### config.mk
export PLATFORM = sky130hd
export DESIGN_NAME = two_to_four_decoder_seq
export DESIGN_NICKNAME = d
export VERILOG_FILES = /design/src/rtl/decoder_pkg.sv /design/src/rtl/cycle_down_counter.sv /design/src/rtl/two_to_four_decoder_seq.sv
export SDC_FILE = /design/constraint.sdc
export NUM_CORES = 1
export LEC_CHECK = 0
export CORE_UTILIZATION = 55
export CTS_CLUSTER_DIAMETER = 60
export DETAILED_ROUTE_END_ITERATION = 10
export DONT_BUFFER_PORTS = 1
export PLACE_DENSITY = 0.74
export RECOVER_POWER = 25
export SYNTH_ARGS = -nofsm -noshare
export SYNTH_HDL_FRONTEND = slang
export SYNTH_SLANG_ARGS = --single-unit
### constraint.sdc
create_clock -name clk -period 3.7 [get_ports clk]
set_clock_uncertainty 0.05 [all_clocks]
set_input_delay 0.555 -clock clk [delete_from_list [all_inputs] [get_ports clk]]
set_output_delay 0.555 -clock clk [all_outputs]
set_load 0.02 [all_outputs]
### src/rtl/decoder_pkg.sv
// =============================================================================
// Module  : decoder_pkg
// Brief   : Shared state encodings, counter width and code-to-one-hot helper.
// Rev     : 1.0
// =============================================================================
`default_nettype none

package decoder_pkg;

  localparam int CNT_W = 8;

  localparam logic [1:0] S_IDLE = 2'd0;
  localparam logic [1:0] S_HOLD = 2'd1;
  localparam logic [1:0] S_SCAN = 2'd2;

  function automatic logic [3:0] onehot2to4(input logic [1:0] code);
    return 4'b0001 << code;
  endfunction

endpackage

`default_nettype wire

### src/rtl/cycle_down_counter.sv
// =============================================================================
// Module  : cycle_down_counter
// Brief   : Loadable down-counter that saturates at zero, with a zero flag.
// Rev     : 1.0
// =============================================================================
`default_nettype none

module cycle_down_counter
  import decoder_pkg::*;
(
  input  logic             clk,
  input  logic             rst,
  input  logic             load_i,
  input  logic [CNT_W-1:0] load_value_i,
  input  logic             enable_i,
  output logic             zero_o
);

  logic [CNT_W-1:0] cnt_q;

  always_ff @(posedge clk) begin
    if (rst) begin
      cnt_q <= '0;
    end else if (load_i) begin
      cnt_q <= load_value_i;
    end else if (enable_i && (cnt_q != '0)) begin
      cnt_q <= cnt_q - 1'b1;
    end
  end

  assign zero_o = (cnt_q == '0);

endmodule

`default_nettype wire

### src/rtl/two_to_four_decoder_seq.sv
// =============================================================================
// Module  : two_to_four_decoder_seq
// Brief   : Clocked 2-to-4 decoder with timed load/hold and auto-scan modes.
// Rev     : 1.0
// =============================================================================
`default_nettype none

module two_to_four_decoder_seq
  import decoder_pkg::*;
#(
  parameter int HOLD_CYCLES = 4,
  parameter int SCAN_DIV    = 8
) (
  input  logic clk,
  input  logic rst,
  input  logic E0,
  input  logic E1,
  input  logic EN,
  input  logic LOAD,
  input  logic SCAN,
  output logic READY,
  output logic Y0,
  output logic Y1,
  output logic Y2,
  output logic Y3,
  output logic BUSY
);

  localparam logic [CNT_W-1:0] c_HOLD_RELOAD = CNT_W'(HOLD_CYCLES - 1);
  localparam logic [CNT_W-1:0] c_SCAN_RELOAD = CNT_W'(SCAN_DIV - 1);

  logic [1:0] state_q;
  logic [1:0] code_q;
  logic [1:0] idx_q;
  logic [3:0] y_q;

  logic             w_accept;
  logic             w_scan_start;
  logic             w_scan_wrap;
  logic             w_cnt_load;
  logic             w_cnt_en;
  logic             w_cnt_zero;
  logic [CNT_W-1:0] w_cnt_value;

  // Counter controls look only at the current edge's inputs; Y stays registered.
  assign w_scan_start = (state_q == S_IDLE) && SCAN;
  assign w_accept     = (state_q == S_IDLE) && !SCAN && LOAD && EN;
  assign w_scan_wrap  = (state_q == S_SCAN) && SCAN && w_cnt_zero;
  assign w_cnt_load   = w_scan_start || w_accept || w_scan_wrap;
  assign w_cnt_value  = w_accept ? c_HOLD_RELOAD : c_SCAN_RELOAD;
  assign w_cnt_en     = (state_q == S_HOLD) || (state_q == S_SCAN);

  cycle_down_counter u_cnt (
    .clk          (clk),
    .rst          (rst),
    .load_i       (w_cnt_load),
    .load_value_i (w_cnt_value),
    .enable_i     (w_cnt_en),
    .zero_o       (w_cnt_zero)
  );

  always_ff @(posedge clk) begin
    if (rst) begin
      state_q <= S_IDLE;
      code_q  <= 2'd0;
      idx_q   <= 2'd0;
      y_q     <= 4'b0000;
    end else begin
      case (state_q)
        S_IDLE: begin
          if (SCAN) begin
            state_q <= S_SCAN;
            idx_q   <= 2'd0;
            y_q     <= onehot2to4(2'd0) & {4{EN}};
          end else if (LOAD && EN) begin
            state_q <= S_HOLD;
            code_q  <= {E1, E0};
            y_q     <= onehot2to4({E1, E0});
          end else begin
            y_q <= 4'b0000;
          end
        end
        S_HOLD: begin
          if (w_cnt_zero) begin
            state_q <= S_IDLE;
            y_q     <= 4'b0000;
          end else begin
            y_q <= onehot2to4(code_q) & {4{EN}};
          end
        end
        S_SCAN: begin
          if (!SCAN) begin
            state_q <= S_IDLE;
            idx_q   <= 2'd0;
            y_q     <= 4'b0000;
          end else if (w_cnt_zero) begin
            idx_q <= idx_q + 2'd1;
            y_q   <= onehot2to4(idx_q + 2'd1) & {4{EN}};
          end else begin
            y_q <= onehot2to4(idx_q) & {4{EN}};
          end
        end
        default: begin
          state_q <= S_IDLE;
          y_q     <= 4'b0000;
        end
      endcase
    end
  end

  assign READY = (state_q == S_IDLE);
  assign BUSY  = (state_q == S_HOLD) || (state_q == S_SCAN);
  assign Y0    = y_q[0];
  assign Y1    = y_q[1];
  assign Y2    = y_q[2];
  assign Y3    = y_q[3];

endmodule

`default_nettype wire

* Word level (Yosys, flattened, before mapping)
Cells that the tools add are included.
** Storage, ports and cells
- Bits in registers :: 18
- Bits in latches :: 0
- Bits in writable memories :: 0
- Memory bits (read-only) :: 0
- Input bits :: 7
- Output and inout port bits :: 6
- Memories kept :: 0
** Operators by class
- Add/sub/neg operators :: 2
- Multiply operators :: 0
- Div/mod/pow operators :: 0
- Magnitude comparators :: 0
- Eq/ne operators :: 7
- Shift-type cells :: 4
- Muxes and demuxes :: 18
- Bitwise logic cells :: 4
- Reduce and logical (&&, ||, !) cells :: 20
** Operators by type and width (count)
- 2-to-1 mux 4 bit :: 5
- 2-to-1 mux 8 bit :: 2
- << shifter 1 x 2 -> 4 bit, first input constant :: 4
- 2-to-1 mux 2 bit :: 7
- AND 4 bit :: 3
- one-hot mux 4 bit (3 select lines) :: 1
- AND reduction 3 bit :: 3
- logical AND 1 bit :: 8
- zero test 8 bit :: 1
- nonzero test 8 bit :: 1
- subtractor 8 x 1 -> 8 bit, second input constant :: 1
- inequality test 2 bit, second input constant :: 3
- one-hot mux 2 bit (3 select lines) :: 1
- one-hot mux 2 bit (2 select lines) :: 1
- nonzero test 2 bit :: 2
- logical OR 1 bit :: 3
- 2-to-1 mux 3 bit :: 1
- inequality test 3 x 2 -> 1 bit, second input constant :: 1
- inequality test 3 bit, second input constant :: 1
- adder 2 x 1 -> 2 bit, second input constant :: 1
- equality test 2 x 1 -> 1 bit, second input constant :: 1
- equality test 2 bit, second input constant :: 1
- zero test 2 bit :: 1
- zero test 1 bit :: 1
- inverter 1 bit :: 1

* Depth between registers and ports, before layout
- Depth in word-level cells :: 7
- Depth in mapped cells :: 7

* Hierarchy
From an unflattened synthesis, not the netlist that was laid out.
** Unflattened totals
- Cells, all modules :: 136
- Area, all modules :: 1149.9 um^2
** By module, submodules not included
- two_to_four_decoder_seq :: instances 1, cells each 77, area each 634.4 um^2, sequential area each 200.2 um^2
- cycle_down_counter :: instances 1, cells each 59, area each 515.5 um^2, sequential area each 160.2 um^2

* Worst setup path after synthesis
OpenSTA, ideal clock, no wires.
- Kind :: register to register
- Start point :: register state_q[0]
- End point :: register u_cnt.cnt_q[5]
- Data arrival time :: 2111 ps
- Data required time :: 3584 ps
- Slack :: 1473 ps
- Stages on the path, launching flop included :: 7
- Period minus slack after synthesis :: 2227 ps
- Cell sequence :: dfxtp_1 > inv_1 > ha_1 > or4b_4 > or3_1 > or3_1 > a21oi_2
** RTL lines
- from (decl) :: line two_to_four_decoder_seq.sv:32 : logic [1:0] state_q;
- from (signal assigned) :: line two_to_four_decoder_seq.sv:64 : state_q <= S_IDLE;
- from (signal assigned) :: line two_to_four_decoder_seq.sv:72 : state_q <= S_SCAN;
- from (signal assigned) :: line two_to_four_decoder_seq.sv:76 : state_q <= S_HOLD;
- equality test 2 x 1 -> 1 bit / equality test 2 bit (equally long branches)
- logical OR 1 bit *
- named net BUSY :: line two_to_four_decoder_seq.sv:26 : output logic BUSY
- logical AND 1 bit * :: line cycle_down_counter.sv:26 : end else if (enable_i && (cnt_q != '0)) begin
- nonzero test 2 bit (no source line) *
- to (signal assigned) :: line cycle_down_counter.sv:25 : cnt_q <= load_value_i;
- to (signal assigned) :: line cycle_down_counter.sv:27 : cnt_q <= cnt_q - 1'b1;
- to (decl) :: line cycle_down_counter.sv:19 : logic [CNT_W-1:0] cnt_q;
Mark *: on every way through the listed nets, which the timed path passes. The rest lies on a longest branch.
A chain may end at the register's enable or synchronous reset.

* Final worst setup path
Same ends and word-level chain as after synthesis.

==> results.py <==
metrics = {
    "status": {
        "status": "finished, final reports clean",
    },
    "sta": {
        "worst_pin_slew_ns": 0.712,
        "slew_viol_final": 0,
        "finalHoldViolCount": 0,
        "slew_headroom_pct": 52.1,
        "setup_violations": 0,
        "setup_tns_ns": 0,
        "setup_slack_ns": 1.31,
        "rsz0062_at_grt": "false",
        "fmax_mhz": 419,
        "finalCriticalPeriod_ns": 2.39,
        "period_share_pct": 64.5,
    },
    "global_routing": {
        "grt.total_usage_pct": 24.7,
        "grt_pass1_wl_um": 3820,
        "grt_max_degree": 17,
        "grt-ovfl-total": 0,
        "grt_pass1_vias": 852,
        "antenna_found_initial": 0,
    },
    "hold_path": {
        "hold_path_class": "primary input to flip-flop",
    },
    "power_and_ir_drop": {
        "leakage_nw": 0.396,
        "irDropWorstVdd_uv": 244,
        "power.density_nw_per_um2": 393,
    },
    "synth": {
        "synthFlopType": "dfxtp_1",
        "synthArstFlopShare_pct": 0,
        "seq_area_frac_synth_pct": 32.6,
        "synth_xor_xnor_area_share_pct": 2.38,
        "synth_top_family_by_area": "simple AND/OR/NAND/NOR gates",
        "synth_simple_gate_area_share_pct": 28.0,
        "synth_cell_types": 44,
        "syn_area_um2": 1100,
        "synth_fp_nets": 142,
        "synth_compound_area_share_pct": 24.0,
        "synth_fa_ha_area_share_pct": 6.80,
        "syn_area_per_cell_um2": 8.56,
        "synthMuxAreaShare_pct": 1.81,
        "syn_inst": 129,
        "synth_warnings": 0,
        "synth-edff-count": 0,
        "synth-seq-cells": 18,
    },
    "layout": {
        "nets": 144,
        "drive_above_1_share_pct": 10.8,
        "areaGrowthSynthToFinish_pct": 4.42,
        "finalNonFillerCells": 155,
        "diodes": 0,
        "mostFrequentLayoutCells": "dfxtp_1, a21oi_1, nand2_1",
        "layout_commonest_cell": "dfxtp_1",
    },
    "critical_path": {
        "end_kind": "flip-flop",
        "startpoint_type": "flip-flop",
        "path_max_fanout": 6,
        "path_class": "flip-flop to flip-flop",
        "crit_required_ns": 3.89,
        "arrival_ns": 2.57,
    },
    "clocking": {
        "cts_resized": 0,
        "cts_setup_buffers": 0,
        "insertion_delay_ns": 0.29,
        "htreeDepth": 1,
        "cts.sinks": 18,
        "cts_made_buffers": 3,
        "clk_path_buf_depth": 2,
        "clockRootBuffer": "clkbuf_4",
        "cts_hold_buf": 0,
        "cts_tree": "yes",
        "clk_pin_slew_ns": 0.11,
    },
    "floorplan": {
        "start_util_pct": 61.3,
        "die_w_um": 46.8,
        "rows": 15,
        "dieArea_um2": 2190,
        "coreArea_um2": 1800,
        "io_pins": 13,
        "die_h_um": 46.8,
    },
    "drt": {
        "wl_um": 2370,
        "postRouteAntennaNets": 0,
        "via_per_inst": 6.24,
        "vias": 967,
        "routedWlPerCell_um": 15.3,
        "drtPass1Iterations": 4,
        "drtIter0Drc": 29,
        "drc": 0,
    },
    "flow_run": {
        "cap_violations": 0,
    },
    "placed_design": {
        "routabilityCongestion": 0.805,
        "port_buffers": 0,
        "dp_hpwl_um": 1770,
        "dp.cells": 151,
        "place_ws_ns": 1.36,
    },
}
[per-stage QoR]
stage / power (mW) / util, % / hold WS, ns / area, um2
after floorplan: 0.316 / - / 0.434 / 1100
after global placement: 0.330 / 62.0 / 0.456 / 1120
after detailed placement: 0.333 / 62.0 / 0.479 / 1120
after CTS: 0.455 / 64.0 / 0.258 / 1150
after global routing: 0.479 / 64.0 / 0.246 / 1150
final: 0.454 / 64.0 / 0.265 / 1150
[layout make-up]
| type | count | area, um2 |
|---|---|---|
| fillers | 168 | 648 |
| well taps | 25 | 31.3 |
| flip-flops and latches | 18 | 360 |
| inverters | 8 | 30.0 |
| multi-input cells | 100 | 696 |
| clock buffers | 4 | 36.3 |
[final timing paths]
check	start	endpoint	slack, ns	depth (start not counted)
hold reg to reg	code_q[1]	code_q[1]	0.50	2
setup / recovery	state_q[0]	u_cnt.cnt_q[5]	1.31	6
hold / removal	rst	idx_q[0]	0.27	1
setup reg to reg	state_q[0]	u_cnt.cnt_q[5]	1.31	6
[synthesized netlist by cell type, drive strengths merged, types with 3 or more instances]
cell / count / share of area, %
or3: 3 / 1.8
o21ai: 3 / 1.4
inv: 8 / 2.7
a31oi: 4 / 2.3
ha: 6 / 6.8
dfxtp: 18 / 33
and2: 3 / 1.8
nand2: 9 / 3.1
a21oi: 14 / 6.7
nor2: 8 / 2.7
nor3: 4 / 1.8
nand3: 5 / 2.3
nand2b: 3 / 1.7
[registers in the layout, summed over array words and instances, names as in the netlist]
signal	count
code_q	2
idx_q	2
state_q	2
u_cnt.cnt_q	8
y_q	4
[kinds of logic after synthesis]
family	Yosys count
AOI/OAI and AO/OA	39
xor gates and xnor gates	3
adders and majority gates	6
buffers and inverters	11
DFF	18
muxes	2
and+or+nand+nor	50
[critical path, stage by stage, from the launching register on]
cell and delay, ns:
dfxtp_1 0.38, inv_1 0.10, ha_1 0.49, or4b_4 0.52
or3_1 0.33, or3_1 0.33, a21oi_2 0.13
[report_power, final]
part	internal (mW)	switching, mW	total (mW)
Clock	0.0599	0.0640	0.124
Combinational	0.0464	0.0648	0.111
Sequential	0.205	0.0139	0.219
[routing by layer]
layer | wire length, um | part of all wire, % | vias up | global-route usage (%)
met1 | 1170 | 49 | 441 | 37.0
met3 | 138 | 5.8 | 6 | 4.23
li1 | - | - | 481 | -
met4 | 38 | 1.6 | 0 | 9.71
met5 | 0 | 0 | - | 0
met2 | 1020 | 43 | 39 | 34.7
No activity file was read; power rests on OpenSTA's default activity.
